## src/rtl/cla_chunk_add_ctrl_pkg.sv

```systemverilog
// Shared types and constants for the chunked CLA add/subtract controller.
package cla_chunk_add_ctrl_pkg;

  typedef enum logic [1:0] {
    IDLE = 2'd0,
    RUN  = 2'd1,
    DONE = 2'd2
  } state_t;

  localparam logic OP_ADD = 1'b0;
  localparam logic OP_SUB = 1'b1;

  localparam int unsigned DEF_N     = 4;
  localparam int unsigned DEF_WORDS = 4;

  // Chunk index width; at least one bit so the index register always exists.
  function automatic int unsigned idx_width(input int unsigned words);
    return (words > 2) ? $clog2(words) : 1;
  endfunction

endpackage

```

## src/rtl/cla_chunk_add_ctrl_if.sv

```systemverilog
// Request/result bundle between the operand front end and the controller.
interface cla_chunk_add_ctrl_if #(
  parameter int unsigned N     = 4,
  parameter int unsigned WORDS = 4
);
  localparam int unsigned W = N * WORDS;

  logic         start;
  logic         sub;
  logic [W-1:0] a_in;
  logic [W-1:0] b_in;
  logic         busy;
  logic         done;
  logic [W-1:0] sum;
  logic         cout;
  logic         overflow;

  modport master (
    output start, sub, a_in, b_in,
    input  busy, done, sum, cout, overflow
  );

  modport slave (
    input  start, sub, a_in, b_in,
    output busy, done, sum, cout, overflow
  );
endinterface

```

## src/rtl/cla_slice.sv

```systemverilog
// Combinational N-bit carry-lookahead slice built from generate/propagate terms.
module cla_slice #(
  parameter int unsigned N = 4
) (
  input  logic [N-1:0] a,
  input  logic [N-1:0] b,
  input  logic         cin,
  output logic [N-1:0] sum,
  output logic         cout
);

  logic [N-1:0] gen;
  logic [N-1:0] prop;
  logic [N:0]   c;

  always_comb begin
    gen  = a & b;
    prop = a ^ b;
    c    = '0;
    c[0] = cin;
    for (int i = 0; i < int'(N); i++) begin
      c[i+1] = gen[i] | (prop[i] & c[i]);
    end
    sum  = prop ^ c[N-1:0];
    cout = c[N];
  end

endmodule

```

## src/rtl/cla_chunk_add_ctrl.sv

```systemverilog
// Sequences one N-bit CLA slice over WORDS chunks, LSB chunk first, for wide add/sub.
module cla_chunk_add_ctrl
  import cla_chunk_add_ctrl_pkg::*;
#(
  parameter int unsigned N     = DEF_N,
  parameter int unsigned WORDS = DEF_WORDS
) (
  input  logic                 clk,
  input  logic                 rst,
  cla_chunk_add_ctrl_if.slave  bus
);

  localparam int unsigned W  = N * WORDS;
  localparam int unsigned IW = idx_width(WORDS);

  state_t                    state;
  logic [IW-1:0]             idx;
  logic                      carry_q;
  logic [WORDS-1:0][N-1:0]   a_q;
  logic [WORDS-1:0][N-1:0]   b_q;
  logic [WORDS-1:0][N-1:0]   sum_q;
  logic                      busy_q;
  logic                      done_q;
  logic                      cout_q;
  logic                      ovf_q;

  logic [N-1:0]              s_sum;
  logic                      s_cout;

  cla_slice #(.N(N)) u_slice (
    .a    (a_q[idx]),
    .b    (b_q[idx]),
    .cin  (carry_q),
    .sum  (s_sum),
    .cout (s_cout)
  );

  // FSM, chunk sequencing and result assembly; b is pre-inverted so sub reuses the adder.
  always_ff @(posedge clk) begin
    if (rst) begin
      state   <= IDLE;
      idx     <= '0;
      carry_q <= 1'b0;
      a_q     <= '0;
      b_q     <= '0;
      sum_q   <= '0;
      busy_q  <= 1'b0;
      done_q  <= 1'b0;
      cout_q  <= 1'b0;
      ovf_q   <= 1'b0;
    end else begin
      done_q <= 1'b0;
      case (state)
        IDLE: begin
          if (bus.start) begin
            a_q     <= bus.a_in;
            b_q     <= bus.b_in ^ {W{bus.sub}};
            carry_q <= (bus.sub == OP_SUB);
            idx     <= '0;
            sum_q   <= '0;
            busy_q  <= 1'b1;
            state   <= RUN;
          end
        end
        RUN: begin
          sum_q[idx] <= s_sum;
          carry_q    <= s_cout;
          if (idx == IW'(WORDS - 1)) begin
            cout_q <= s_cout;
            ovf_q  <= (a_q[WORDS-1][N-1] ~^ b_q[WORDS-1][N-1])
                    & (a_q[WORDS-1][N-1] ^ s_sum[N-1]);
            done_q <= 1'b1;
            state  <= DONE;
          end else begin
            idx <= idx + IW'(1);
          end
        end
        DONE: begin
          busy_q <= 1'b0;
          state  <= IDLE;
        end
        default: begin
          busy_q <= 1'b0;
          state  <= IDLE;
        end
      endcase
    end
  end

  assign bus.busy     = busy_q;
  assign bus.done     = done_q;
  assign bus.sum      = sum_q;
  assign bus.cout     = cout_q;
  assign bus.overflow = ovf_q;

endmodule

```

## src/flat_wrapper.sv

```systemverilog
// flat-port wrapper written by rule: the top's interface ports become plain ports
module cla_chunk_add_ctrl_flat import cla_chunk_add_ctrl_pkg::*;
#(
  parameter int unsigned N     = DEF_N,
  parameter int unsigned WORDS = DEF_WORDS
)
  (clk, rst, bus_start, bus_sub, bus_a_in, bus_b_in, bus_busy, bus_done, bus_sum, bus_cout, bus_overflow);
  cla_chunk_add_ctrl_if #(.N(N), .WORDS(WORDS)) bus_i ();
  input  logic clk;
  input  logic rst;
  input wire logic [$bits(bus_i.start)-1:0] bus_start;
  input wire logic [$bits(bus_i.sub)-1:0] bus_sub;
  input wire logic [$bits(bus_i.a_in)-1:0] bus_a_in;
  input wire logic [$bits(bus_i.b_in)-1:0] bus_b_in;
  output wire logic [$bits(bus_i.busy)-1:0] bus_busy;
  output wire logic [$bits(bus_i.done)-1:0] bus_done;
  output wire logic [$bits(bus_i.sum)-1:0] bus_sum;
  output wire logic [$bits(bus_i.cout)-1:0] bus_cout;
  output wire logic [$bits(bus_i.overflow)-1:0] bus_overflow;
  assign bus_i.start = bus_start;
  assign bus_i.sub = bus_sub;
  assign bus_i.a_in = bus_a_in;
  assign bus_i.b_in = bus_b_in;
  assign bus_busy = bus_i.busy;
  assign bus_done = bus_i.done;
  assign bus_sum = bus_i.sum;
  assign bus_cout = bus_i.cout;
  assign bus_overflow = bus_i.overflow;
  cla_chunk_add_ctrl #(.N(N), .WORDS(WORDS)) u_core (.clk(clk), .rst(rst), .bus(bus_i));
endmodule
```

## config.mk

```make
export PLATFORM = sky130hd
export DESIGN_NAME = cla_chunk_add_ctrl_flat
export DESIGN_NICKNAME = d
export VERILOG_FILES = /design/src/rtl/cla_chunk_add_ctrl_pkg.sv /design/src/rtl/cla_chunk_add_ctrl_if.sv /design/src/rtl/cla_slice.sv /design/src/rtl/cla_chunk_add_ctrl.sv /design/src/flat_wrapper.sv
export SDC_FILE = /design/constraint.sdc
export NUM_CORES = 1
export LEC_CHECK = 0
export BUFFER_PORTS_ARGS = -buffer_cell sky130_fd_sc_hd__buf_2
export CAP_MARGIN = 20
export CORE_MARGIN = 1
export CORE_UTILIZATION = 30
export DETAILED_ROUTE_END_ITERATION = 7
export GPL_TIMING_DRIVEN = 0
export HOLD_SLACK_MARGIN = 0.12
export SLEW_MARGIN = 20
export SYNTH_ARGS = -nofsm -noshare
export SYNTH_HDL_FRONTEND = slang
export SYNTH_SLANG_ARGS = --single-unit
```

## constraint.sdc

```tcl
create_clock -name clk -period 4.1 [get_ports clk]
set_input_delay 0.82 -clock clk [delete_from_list [all_inputs] [get_ports clk]]
set_output_delay 0.82 -clock clk [all_outputs]
set_load 0.005 [all_outputs]
```

==> flow_summary_export.csv, run 1 <==
group,metric,value,unit
synthesis,syn_area_per_cell,11.3,µm²
status,violations,"DRC",
synthesis,async_flop_share,0,
clocking,cts.repair_timing.setup_buffer_count,0,
routing,vias_per_cell,4.80,
clocking,ctsResizeCount,0,
synthesis,synth_cell_types,39,
worst_setup_path,crit_path_top_delay_cell,"fa_1",
worst_setup_path,critPathKind,"reg -> reg",
timing,setup_violations,0,
timing,report.final.slew_viol_count,0,
layout,drive_above_1_share,0.432,
synthesis,syn_area,2800,µm²
clocking,cts_sinks,57,
worst_setup_path,crit_family,"adder cells",
clocking,clkLatencyLatePin,0.35,ns
worst_setup_path,reg2regPathDepth,11,
timing,slew_headroom,0.652,
worst_hold_path,min-delay-path-class,"reg -> reg",
die,start_util,0.315,
timing,max_freq,0.293,GHz
worst_setup_path,crit_cells,11,
clocking,clkTransAtPathRegs,0.07,ns
global_route,grt_antenna_before_repair,0,
worst_hold_path,holdPathStages,1,
timing,rsz0062_at_grt,"false",
synthesis,synth_cells,248,
worst_setup_path,end_kind,"flip-flop",
job,max_cap_violations,0,
layout,antenna_cells,0,
synthesis,synthMuxAreaShare,0.143,
layout,area_growth,21.0,%
status,status,"finished, violations left",
routing,drc,1,
layout,n_fill_cell,892,
synthesis,synth_compound_area_frac,0.169,
clocking,cts.path.max_buffers,2,
synthesis,synth-simple-area-share,0.108,
routing,via_count,2038,
die,coreArea,8890,µm²
routing,drt_iter0_markers,91,
timing,finalCritPeriodShare,0.831,
placed_design,dp_hpwl,4530,µm
placed_design,placed_cell_area,3200,µm²
synthesis,synth_xor_area_frac,0.0501,
worst_setup_path,path_max_fanout,10,
worst_setup_path,critPathMostFrequentCell,"fa_1",
timing,fin_tns_setup,0,ns
layout,final-seq-area,1140,µm²
routing,drt-pass1-iter-count,8,
synthesis,ys_warn_count,0,
global_route,grt_pass1_vias,2062,
routing,ant_nets,0,
synthesis,synth-edff-count,0,
placed_design,place_congestion,0.771,
timing,final.setup_skew,0.00875,ns
worst_setup_path,arrival,3.64,ns
synthesis,yosys.area_share.adder,0.0465,
synthesis,synth_top_family_by_area,"compound AO/OA/AOI/OAI gates",
clocking,h-tree-depth,3,
layout,multi_input_area,1440,µm²
timing,hold_viol,0,
clocking,tritoncts,"done",
power_and_ir_drop,p_leak,1.37,nW
global_route,grt_overflow,0,
timing,period_needed,3.41,ns
placed_design,io_buffers,53,
routing,wl_per_cell,14.6,µm
routing,wl,6190,µm
worst_setup_path,crit_path_start_kind,"flip-flop",
global_route,grt_max_degree,11,
die,die_area,9710,µm²
global_route,grt_pass1_wl,9940,µm
clocking,root_buffer,"clkbuf_8",
layout,layout.nets,356,
worst_setup_path,worst-path-buf-inv,3,
clocking,cts_buffers,9,
synthesis,ys_seq_elements,57,
die,fp.dieW,98.5,µm
die,io_pins,56,
global_route,grt_usage,0.135,
worst_setup_path,required,4.33,ns
power_and_ir_drop,power_density,395,nW/µm²
synthesis,synthFlopType,"dfxtp_1",
synthesis,seq_area_frac_synth,0.408,
clocking,hold_buffers,0,
power_and_ir_drop,ir_worst_vdd,0.140,mV
timing,worst_pin_slew,0.522,ns
worst_setup_path,worstPathCellList,"buf_2, mux4_2, fa_1, inv_1, fa_1, fa_1, inv_1, fa_1, nor2b_1, a221oi_1, nor3_1",
die,fp.dieH,98.5,µm
die,rows,34,
layout,finalInstanceArea,3380,µm²
worst_setup_path,crit_path_max_incr_delay,0.60,ns
synthesis,synthesis.nets,292,
[sequential cells by signal, summed over array words and instances, names as in the netlist]
name                 flops
u_core.a_q              16
u_core.b_q              16
u_core.bus.busy          1
u_core.bus.cout          1
u_core.bus.done          1
u_core.bus.overflow      1
u_core.bus.sum          16
u_core.carry_q           1
u_core.idx               2
u_core.state             2
[cell usage after synthesis (all sizes together), types with 3 or more instances]
library cell	instances	area, µm²
fa	4	80.1
dfxtp	57	1140
nand2	6	22.5
ha	4	50.1
nand3	3	15.0
a21oi	10	83.8
mux2i	17	170
o2bb2ai	8	70.1
buf	17	153
mux4	8	180
xnor2	16	140
a32o	6	60.1
inv	14	52.6
nor2	39	189
a211oi	16	200
mux2	4	48.8
[cell type report]
cell class              instances  share of cell area
well taps                     108              0.0399
clock buffers                  11              0.0388
plain buffers                  19              0.0473
multi-input cells             158               0.426
flip-flops and latches         57               0.337
clock inverters                 5              0.0166
inverters                      14              0.0155
repair buffers                 53              0.0784
[through the flow]
step | setup WS [ns] | hold slack, ns | cells | utilization | power [mW]
floorplan | 1.10 | 0.453 | 248 | - | 0.777
global placement | 0.734 | 0.441 | 409 | 0.360 | 0.839
detailed placement | 0.649 | 0.444 | 409 | 0.360 | 0.843
CTS | 0.655 | 0.461 | 425 | 0.381 | 1.36
global route | 0.481 | 0.474 | 425 | 0.381 | 1.40
finish | 0.692 | 0.460 | 425 | 0.381 | 1.34
[per-layer routing]
metal  vias to the layer above  GRT usage  wire (µm)  part of all wire
met4                         0     0.0620         75             0.012
met2                        65      0.209       2750              0.44
li1                        995          -          -                 -
met3                        10     0.0454        298             0.048
met5                         -          0          0                 0
met1                       968      0.171       3060              0.49
[path summary, 6_finish.rpt]
check | from | end | slack (ns)
worst max register to register | u_core.idx[0] | u_core.bus.overflow | 0.69
worst min register to register | u_core.bus.sum[8] | u_core.bus.sum[8] | 0.46
worst min-delay path | u_core.bus.sum[8] | u_core.bus.sum[8] | 0.46
worst max-delay path | u_core.idx[0] | u_core.bus.overflow | 0.69
[kinds of logic (layout without fill, tap and decap cells)]
| family | count (synthesis) | after routing |
|---|---|---|
| compound gates | 47 | 47 |
| fa+ha+maj | 8 | 8 |
| buf+inv | 33 | 102 |
| simple gates | 58 | 58 |
| flops | 57 | 57 |
| xor+xnor | 16 | 16 |
| mux | 29 | 29 |
[power by group]
| part | total [mW] | leakage, nW | internal (mW) | switching, mW |
|---|---|---|---|---|
| Clock | 0.508 | 0.0933 | 0.279 | 0.229 |
| Sequential | 0.604 | 0.467 | 0.585 | 0.0196 |
| Combinational | 0.224 | 0.806 | 0.107 | 0.117 |
[cell usage in the layout, fill, tap and decap left out, types with 6 or more instances in the layout]
| cell | netlist | routed |
|---|---|---|
| buf_2 | 7 | 60 |
| nand2_1 | 6 | 6 |
| clkbuf_8 | 0 | 9 |
| dfxtp_1 | 57 | 57 |
| inv_1 | 13 | 13 |
| mux4_2 | 8 | 8 |
| a32o_1 | 6 | 6 |
| a211oi_2 | 16 | 16 |
| nor2_2 | 17 | 17 |
| o2bb2ai_1 | 8 | 8 |
| nor2_1 | 22 | 22 |
| xnor2_1 | 16 | 16 |
| buf_6 | 6 | 6 |
| mux2i_1 | 17 | 17 |
[worst reg2reg max path: stages, from the launching register on]
cell	delay, ns
dfxtp_1	0.41
buf_2	0.33
mux4_2	0.58
fa_1	0.41
inv_1	0.08
fa_1	0.21
fa_1	0.17
inv_1	0.05
fa_1	0.60
nor2b_1	0.08
a221oi_1	0.29
nor3_1	0.08
Power figures use the tool's default switching activity.
==> inputs of run 2 (changes only) <==
- ABC_AREA: default -> 1
- clock period: 4.1 -> 3 ns (I/O delays scaled with it)
==> flow_summary_export.csv, run 2 <==
group,metric,value,unit
worst_setup_path,end_kind,"flip-flop",
synthesis,ys_seq_elements,57,
synthesis,syn_area,2660,µm²
routing,wl,6540,µm
clocking,hold_buffers,0,
worst_hold_path,min_to,"u_core.bus.sum[3]",
layout,drive_above_1_share,0.274,
clocking,cts_sinks,57,
routing,drc,0,
job,max_cap_violations,0,
clocking,cts_buffers,9,
synthesis,yosys-top-cells-area,"dfxtp_1 43%, nand2_1 8.0%, nor2_1 7.2%",
layout,antenna_cells,0,
power_and_ir_drop,ir_worst_vdd,0.168,mV
worst_setup_path,rrSetupSlack,0.14,ns
die,coreArea,8640,µm²
power_and_ir_drop,clockPowerShare,0.365,
layout,area_growth,25.8,%
routing,ant_nets,0,
power_and_ir_drop,p_int,1.36,mW
worst_setup_path,critPathKind,"reg -> reg",
die,fp.dieW,96.2,µm
clocking,root_buffer,"clkbuf_8",
synthesis,synthFlopType,"dfxtp_1",
timing,report.final.slew_viol_count,0,
synthesis,synth-edff-count,0,
clocking,clkTransAtPathRegs,0.07,ns
worst_hold_path,min-delay-path-class,"reg -> reg",
layout,final_common_cell,"nand2_1",
routing,vias_per_cell,4.63,
clocking,clkLatencyLatePin,0.34,ns
die,start_util,0.308,
timing,finalCritPeriodShare,0.955,
timing,setup_violations,0,
layout,layout.nets,461,
worst_setup_path,r2r_end,"u_core.bus.overflow",
worst_setup_path,crit_path_start_kind,"flip-flop",
die,fp.dieH,96.2,µm
synthesis,syn_area_per_cell,7.70,µm²
timing,worst_pin_slew,0.477,ns
worst_setup_path,arrival,3.09,ns
timing,slew_headroom,0.682,
global_route,grt_max_degree,12,
routing,wl_per_cell,12.4,µm
power_and_ir_drop,combPwrFrac,0.198,
global_route,grt_antenna_before_repair,0,
clocking,tritoncts,"done",
synthesis,seq_area_frac_synth,0.429,
die,die_area,9260,µm²
die,rows,34,
die,io_pins,56,
synthesis,yosys-top-cells-count,"57 x dfxtp_1, 57 x nand2_1, 51 x nor2_1, 36 x o21ai_0, 33 x a21oi_1",
worst_setup_path,required,3.23,ns
layout,n_fill_cell,947,
power_and_ir_drop,swShare,0.287,
placed_design,place_congestion,0.778,
global_route,grt_pass1_vias,2395,
synthesis,netlist.area_leader.share,0.429,
layout,layout_common_cells,"57 x nand2_1, 55 x buf_2, 55 x dfxtp_1",
placed_design,placed_cell_area,3060,µm²
power_and_ir_drop,power_density,568,nW/µm²
worst_hold_path,hold_start,"u_core.bus.sum[3]",
worst_setup_path,r2r-start,"u_core.idx[0]",
placed_design,dp_hpwl,4810,µm
power_and_ir_drop,power_frac_seq,0.437,
synthesis,synth_cells,346,
global_route,grt_usage,0.154,
clocking,cts.path.max_buffers,2,
timing,max_freq,0.349,GHz
timing,period_needed,2.86,ns
synthesis,ys_warn_count,0,
global_route,grt_pass1_wl,10700,µm
status,status,"completed",
worst_setup_path,reg2regPathDepth,16,
global_route,grt_overflow,0,
timing,final.setup_skew,0.00960,ns
routing,drt_iter0_markers,68,
synthesis,synth_cell_types,25,
timing,hold_viol,0,
placed_design,io_buffers,53,
power_and_ir_drop,p_leak,1.49,nW
synthesis,synthesis.nets,390,
clocking,h-tree-depth,3,
routing,via_count,2445,
synthesis,async_flop_share,0,
routing,drt-pass1-iter-count,4,
timing,holdWs,0.461,ns
synthesis,yosysTopAreaCell,"dfxtp_1",
worst_hold_path,holdPathStages,2,
power_and_ir_drop,power_switching,546,µW
worst_setup_path,path_max_fanout,8,
layout,finalInstanceArea,3350,µm²
## run 2: cell count changes in the layout (fill, tap and decap cells not counted), moves of 8 or more
cell	previous run	this run
xnor2_1	16	0
o2bb2ai_1	8	0
a21oi_1	5	33
nor2_1	22	51
nor2_2	17	1
a211oi_2	16	0
mux4_2	8	0
o21ai_0	0	33
mux2i_1	17	0
nand3_1	3	25
nand2_1	6	57
buf_4	2	14
xor2_1	0	16
## run 2: final cells by class
class / count / area (µm²) / share of cell area
inverter: 22 / 92.6 / 0.0276
sequential: 57 / 1140 / 0.341
clock buffer: 10 / 138 / 0.0411
tap: 108 / 135 / 0.0403
clock inverter: 4 / 45.0 / 0.0134
timing repair buffer: 61 / 329 / 0.0982
multi-input combinational: 248 / 1330 / 0.398
buffer: 18 / 134 / 0.0400
## run 2: logic make-up after synthesis
logic type / share of synthesized area
AOI/OAI and AO/OA: 0.154
xor gates and xnor gates: 0.0526
adders and majority gates: 0.0489
buffers and inverters: 0.0766
DFF: 0.429
and+or+nand+nor: 0.239
## run 2: repair_timing
action	4_1_cts	5_1_grt
endpoints found under the setup margin	6	4
gates resized for setup	17	8
cloned	0	0
setup buffers	7	1
pin swaps	4	8
## run 2: power groups by stage
stage	registers [mW]	clock network [mW]	logic, mW
after floorplan	0.840	0	0.235
after global placement	0.846	0	0.337
after detailed placement	0.847	0	0.342
after CTS	0.831	0.700	0.372
after global routing	0.836	0.734	0.422
final	0.831	0.694	0.376
## run 2: worst max-delay path, cell delays in order, from the launching register on
cell	delay [ns]
dfxtp_2	0.35
buf_8	0.13
buf_8	0.12
o21ai_1	0.06
o22ai_1	0.21
fa_2	0.22
inv_1	0.05
fa_2	0.36
fa_2	0.37
inv_2	0.06
fa_2	0.45
inv_2	0.08
nor2_1	0.04
nand2_1	0.05
nand2_1	0.05
nor2_1	0.10
nor2_1	0.04
## run 2: metal layers
metal | vias up | GRT usage | share of wire
met1 | 1114 | 0.193 | 0.48
met4 | 0 | 0.0759 | 0.018
met2 | 50 | 0.253 | 0.46
met5 | - | 0 | 0
met3 | 13 | 0.0292 | 0.043
li1 | 1268 | - | -
## run 2: through the flow
stage | instances | total power, mW | utilization | TNS [ns] | setup slack, ns
floorplan | 346 | 1.08 | - | 0 | 0.0835
global placement | 507 | 1.18 | 0.355 | -0.779 | -0.316
detailed placement | 507 | 1.19 | 0.355 | -0.998 | -0.361
CTS | 528 | 1.90 | 0.387 | 0 | 0.0126
global route | 528 | 1.99 | 0.388 | -0.00342 | -0.00342
finish | 528 | 1.90 | 0.388 | 0 | 0.135
## run 2: worst max path at each step
stage | startpoint | endpoint | slack, ns | cells after the start
2_1_floorplan | u_core.idx[0] | u_core.bus.overflow | 0.08 | 17
6_report | u_core.idx[0] | u_core.bus.overflow | 0.14 | 16
4_1_cts | u_core.idx[0] | u_core.bus.overflow | 0.01 | 16
3_5_place_dp | u_core.idx[0] | u_core.bus.overflow | -0.36 | 17
3_3_place_gp | u_core.idx[0] | u_core.bus.overflow | -0.32 | 17
5_1_grt | u_core.idx[0] | u_core.bus.overflow | -0.003 | 16
==> inputs of run 3 (changes only) <==
- CAP_MARGIN: 20 -> 5
- SYNTH_HIERARCHICAL: default -> 1
==> flow_summary_export.csv, run 3 <==
group,metric,value,unit
layout,final-seq-area,1150,µm²
die,fp.dieW,96.7,µm
worst_setup_path,end_kind,"flip-flop",
worst_hold_path,min_to,"u_core/bus.sum[2]",
routing,wl,6870,µm
power_and_ir_drop,p_leak,1.53,nW
clocking,h-tree-depth,3,
status,status,"completed",
die,start_util,0.310,
synthesis,async_flop_share,0,
timing,finalCritPeriodShare,0.973,
timing,period_needed,2.92,ns
clocking,clkLatencyLatePin,0.35,ns
synthesis,syn_area,2690,µm²
worst_setup_path,crit_path_start_kind,"flip-flop",
global_route,grt_pass1_wl,11300,µm
worst_hold_path,min-delay-path-class,"reg -> reg",
power_and_ir_drop,power_density,536,nW/µm²
routing,via_count,2539,
worst_hold_path,hold_start,"u_core/bus.sum[2]",
timing,hold_viol,0,
layout,antenna_cells,0,
routing,drt_iter0_markers,106,
synthesis,yosys-top-cells-count,"61 x nand2_1, 58 x nor2_1, 57 x dfxtp_1, 38 x a21oi_1, 34 x o21ai_0",
clocking,cts_buffers,9,
synthesis,synth_cell_types,21,
synthesis,yosys.area_share.adder,0.0530,
timing,report.final.slew_viol_count,0,
die,io_pins,56,
placed_design,place_congestion,0.797,
layout,n_fill_cell,943,
worst_setup_path,required,3.27,ns
layout,drive_above_1_share,0.265,
synthesis,seq_area_frac_synth,0.424,
timing,setup_violations,0,
worst_setup_path,arrival,3.19,ns
timing,slew_headroom,0.669,
synthesis,netlist.area_leader.share,0.424,
timing,final.setup_skew,0.0136,ns
synthesis,ys_seq_elements,57,
layout,layout_common_cells,"61 x nand2_1, 60 x buf_2, 56 x nor2_1",
worst_setup_path,critPathKind,"reg -> reg",
timing,max_freq,0.343,GHz
clocking,tritoncts,"done",
layout,multi_input_area,1350,µm²
die,coreArea,8680,µm²
synthesis,synth_top_family_by_area,"simple AND/OR/NAND/NOR gates",
worst_setup_path,r2r-start,"u_core/idx[1]",
synthesis,yosysTopAreaCell,"dfxtp_1",
routing,drt-pass1-iter-count,4,
synthesis,ys_warn_count,6,
synthesis,yosys-top-cells-area,"dfxtp_1 42%, nand2_1 8.5%, nor2_1 8.1%",
synthesis,synth_compound_area_frac,0.153,
power_and_ir_drop,power.total,1.84,mW
timing,worst_pin_slew,0.496,ns
synthesis,synth-edff-count,0,
synthesis,synth-simple-area-share,0.237,
power_and_ir_drop,ir_worst_vdd,0.178,mV
layout,layout.nets,486,
synthesis,yosys.cell_count.top_type,"nand2_1",
global_route,grt_usage,0.153,
global_route,grt_max_degree,12,
routing,vias_per_cell,4.58,
routing,wl_per_cell,12.4,µm
synthesis,synthesis.nets,409,
layout,area_growth,27.4,%
placed_design,dp_hpwl,4940,µm
placed_design,io_buffers,53,
die,die_area,9350,µm²
synthesis,syn_area_per_cell,7.39,µm²
worst_setup_path,path_max_fanout,10,
synthesis,synth_xor_area_frac,0.0521,
global_route,grt_pass1_vias,2444,
global_route,grt_overflow,0,
worst_hold_path,holdPathStages,2,
global_route,grt_antenna_before_repair,0,
synthesis,synth_cells,364,
layout,final_common_cell,"nand2_1",
synthesis,synthFlopType,"dfxtp_1",
clocking,hold_buffers,0,
timing,rsz0062_at_grt,"true",
layout,post-route-util,0.395,
clocking,root_buffer,"clkbuf_8",
worst_setup_path,reg2regPathDepth,15,
worst_setup_path,rrSetupSlack,0.08,ns
clocking,cts_sinks,57,
job,max_cap_violations,0,
worst_setup_path,r2r_end,"u_core/bus.sum[11]",
die,rows,34,
clocking,clkTransAtPathRegs,0.07,ns
die,fp.dieH,96.7,µm
routing,drc,0,
clocking,cts.path.max_buffers,2,
routing,ant_nets,0,
synthesis,synthMuxAreaShare,0,
run 3: cell count changes after synthesis, moves of 3 or more:
cell and change:
nand2_1 +4, o22a_1 -4, nand2_2 -3, nor2_1 +7, buf_2 +4, nand3_1 -3
nand2_4 -3, inv_1 +7, nand4_1 +5, a21oi_1 +5, o22ai_1 +4
run 3: power by group:
part | switching (mW) | total [mW] | internal, mW | leakage, nW
logic | 0.212 | 0.365 | 0.154 | 0.972
clock network | 0.295 | 0.639 | 0.344 | 0.0867
registers | 0.0280 | 0.833 | 0.805 | 0.469
run 3: worst max path at each step:
stage | start | to | cells after the start
3_5_place_dp | u_core/idx[0] | u_core/bus.overflow | 19
3_3_place_gp | u_core/idx[0] | u_core/bus.overflow | 19
6_report | u_core/idx[1] | u_core/bus.sum[11] | 15
4_1_cts | u_core/idx[0] | u_core/bus.overflow | 19
2_1_floorplan | u_core/idx[0] | u_core/bus.overflow | 19
5_1_grt | u_core/idx[1] | u_core/bus.overflow | 18
run 3: logic make-up (layout without fill, tap and decap cells):
family          count (synthesis)  count (layout)
simple gates                  154             154
compound gates                 80              80
buf+inv                        48             130
xor+xnor                       16              16
flops                          57              57
fa+ha+maj                       9               9
run 3: per-stage QoR:
stage / cells / setup TNS (ns) / hold WS [ns] / cell area (µm²) / setup WS (ns)
after floorplan: 364 / 0 / 0.441 / 2690 / 0.0797
after global placement: 525 / -1.60 / 0.450 / 3090 / -0.414
after detailed placement: 525 / -1.72 / 0.451 / 3090 / -0.425
after CTS: 549 / 0 / 0.461 / 3360 / 0.0138
after global routing: 554 / -0.512 / 0.476 / 3430 / -0.144
final: 554 / 0 / 0.459 / 3430 / 0.0818
run 3: worst max-delay path, stage by stage (launching register included):
cell and delay (ns):
dfxtp_2 0.37, clkbuf_8 0.18, clkinvlp_4 0.15, o21ai_2 0.08, o22ai_1 0.07, inv_1 0.09, fa_2 0.20, inv_2 0.04
fa_2 0.37, fa_2 0.36, inv_2 0.06, fa_1 0.41, inv_2 0.10, buf_4 0.14, nand3_1 0.07, a21oi_1 0.14
run 3: layout make-up:
cell class / instances / share of cell area
Inverter: 26 / 0.0307
Clock inverter: 2 / 0.00365
Sequential cell: 57 / 0.335
Buffer: 21 / 0.0398
Tap cell: 108 / 0.0394
Multi-Input combinational cell: 259 / 0.394
Clock buffer: 14 / 0.0475
Timing Repair Buffer: 67 / 0.110
run 3: timing repair:
item,CTS,global route
endpoints found under the setup margin,7,5
gates cloned,0,0
pin swaps,0,11
buffers inserted,8,6
resized for setup,15,15
run 3: per-layer routing:
metal / track usage / share of wire / vias to the layer above
met5: 0 / 0 / -
met4: 0.0769 / 0.021 / 0
met3: 0.0527 / 0.046 / 13
met2: 0.234 / 0.47 / 50
met1: 0.192 / 0.46 / 1138
li1: - / - / 1338
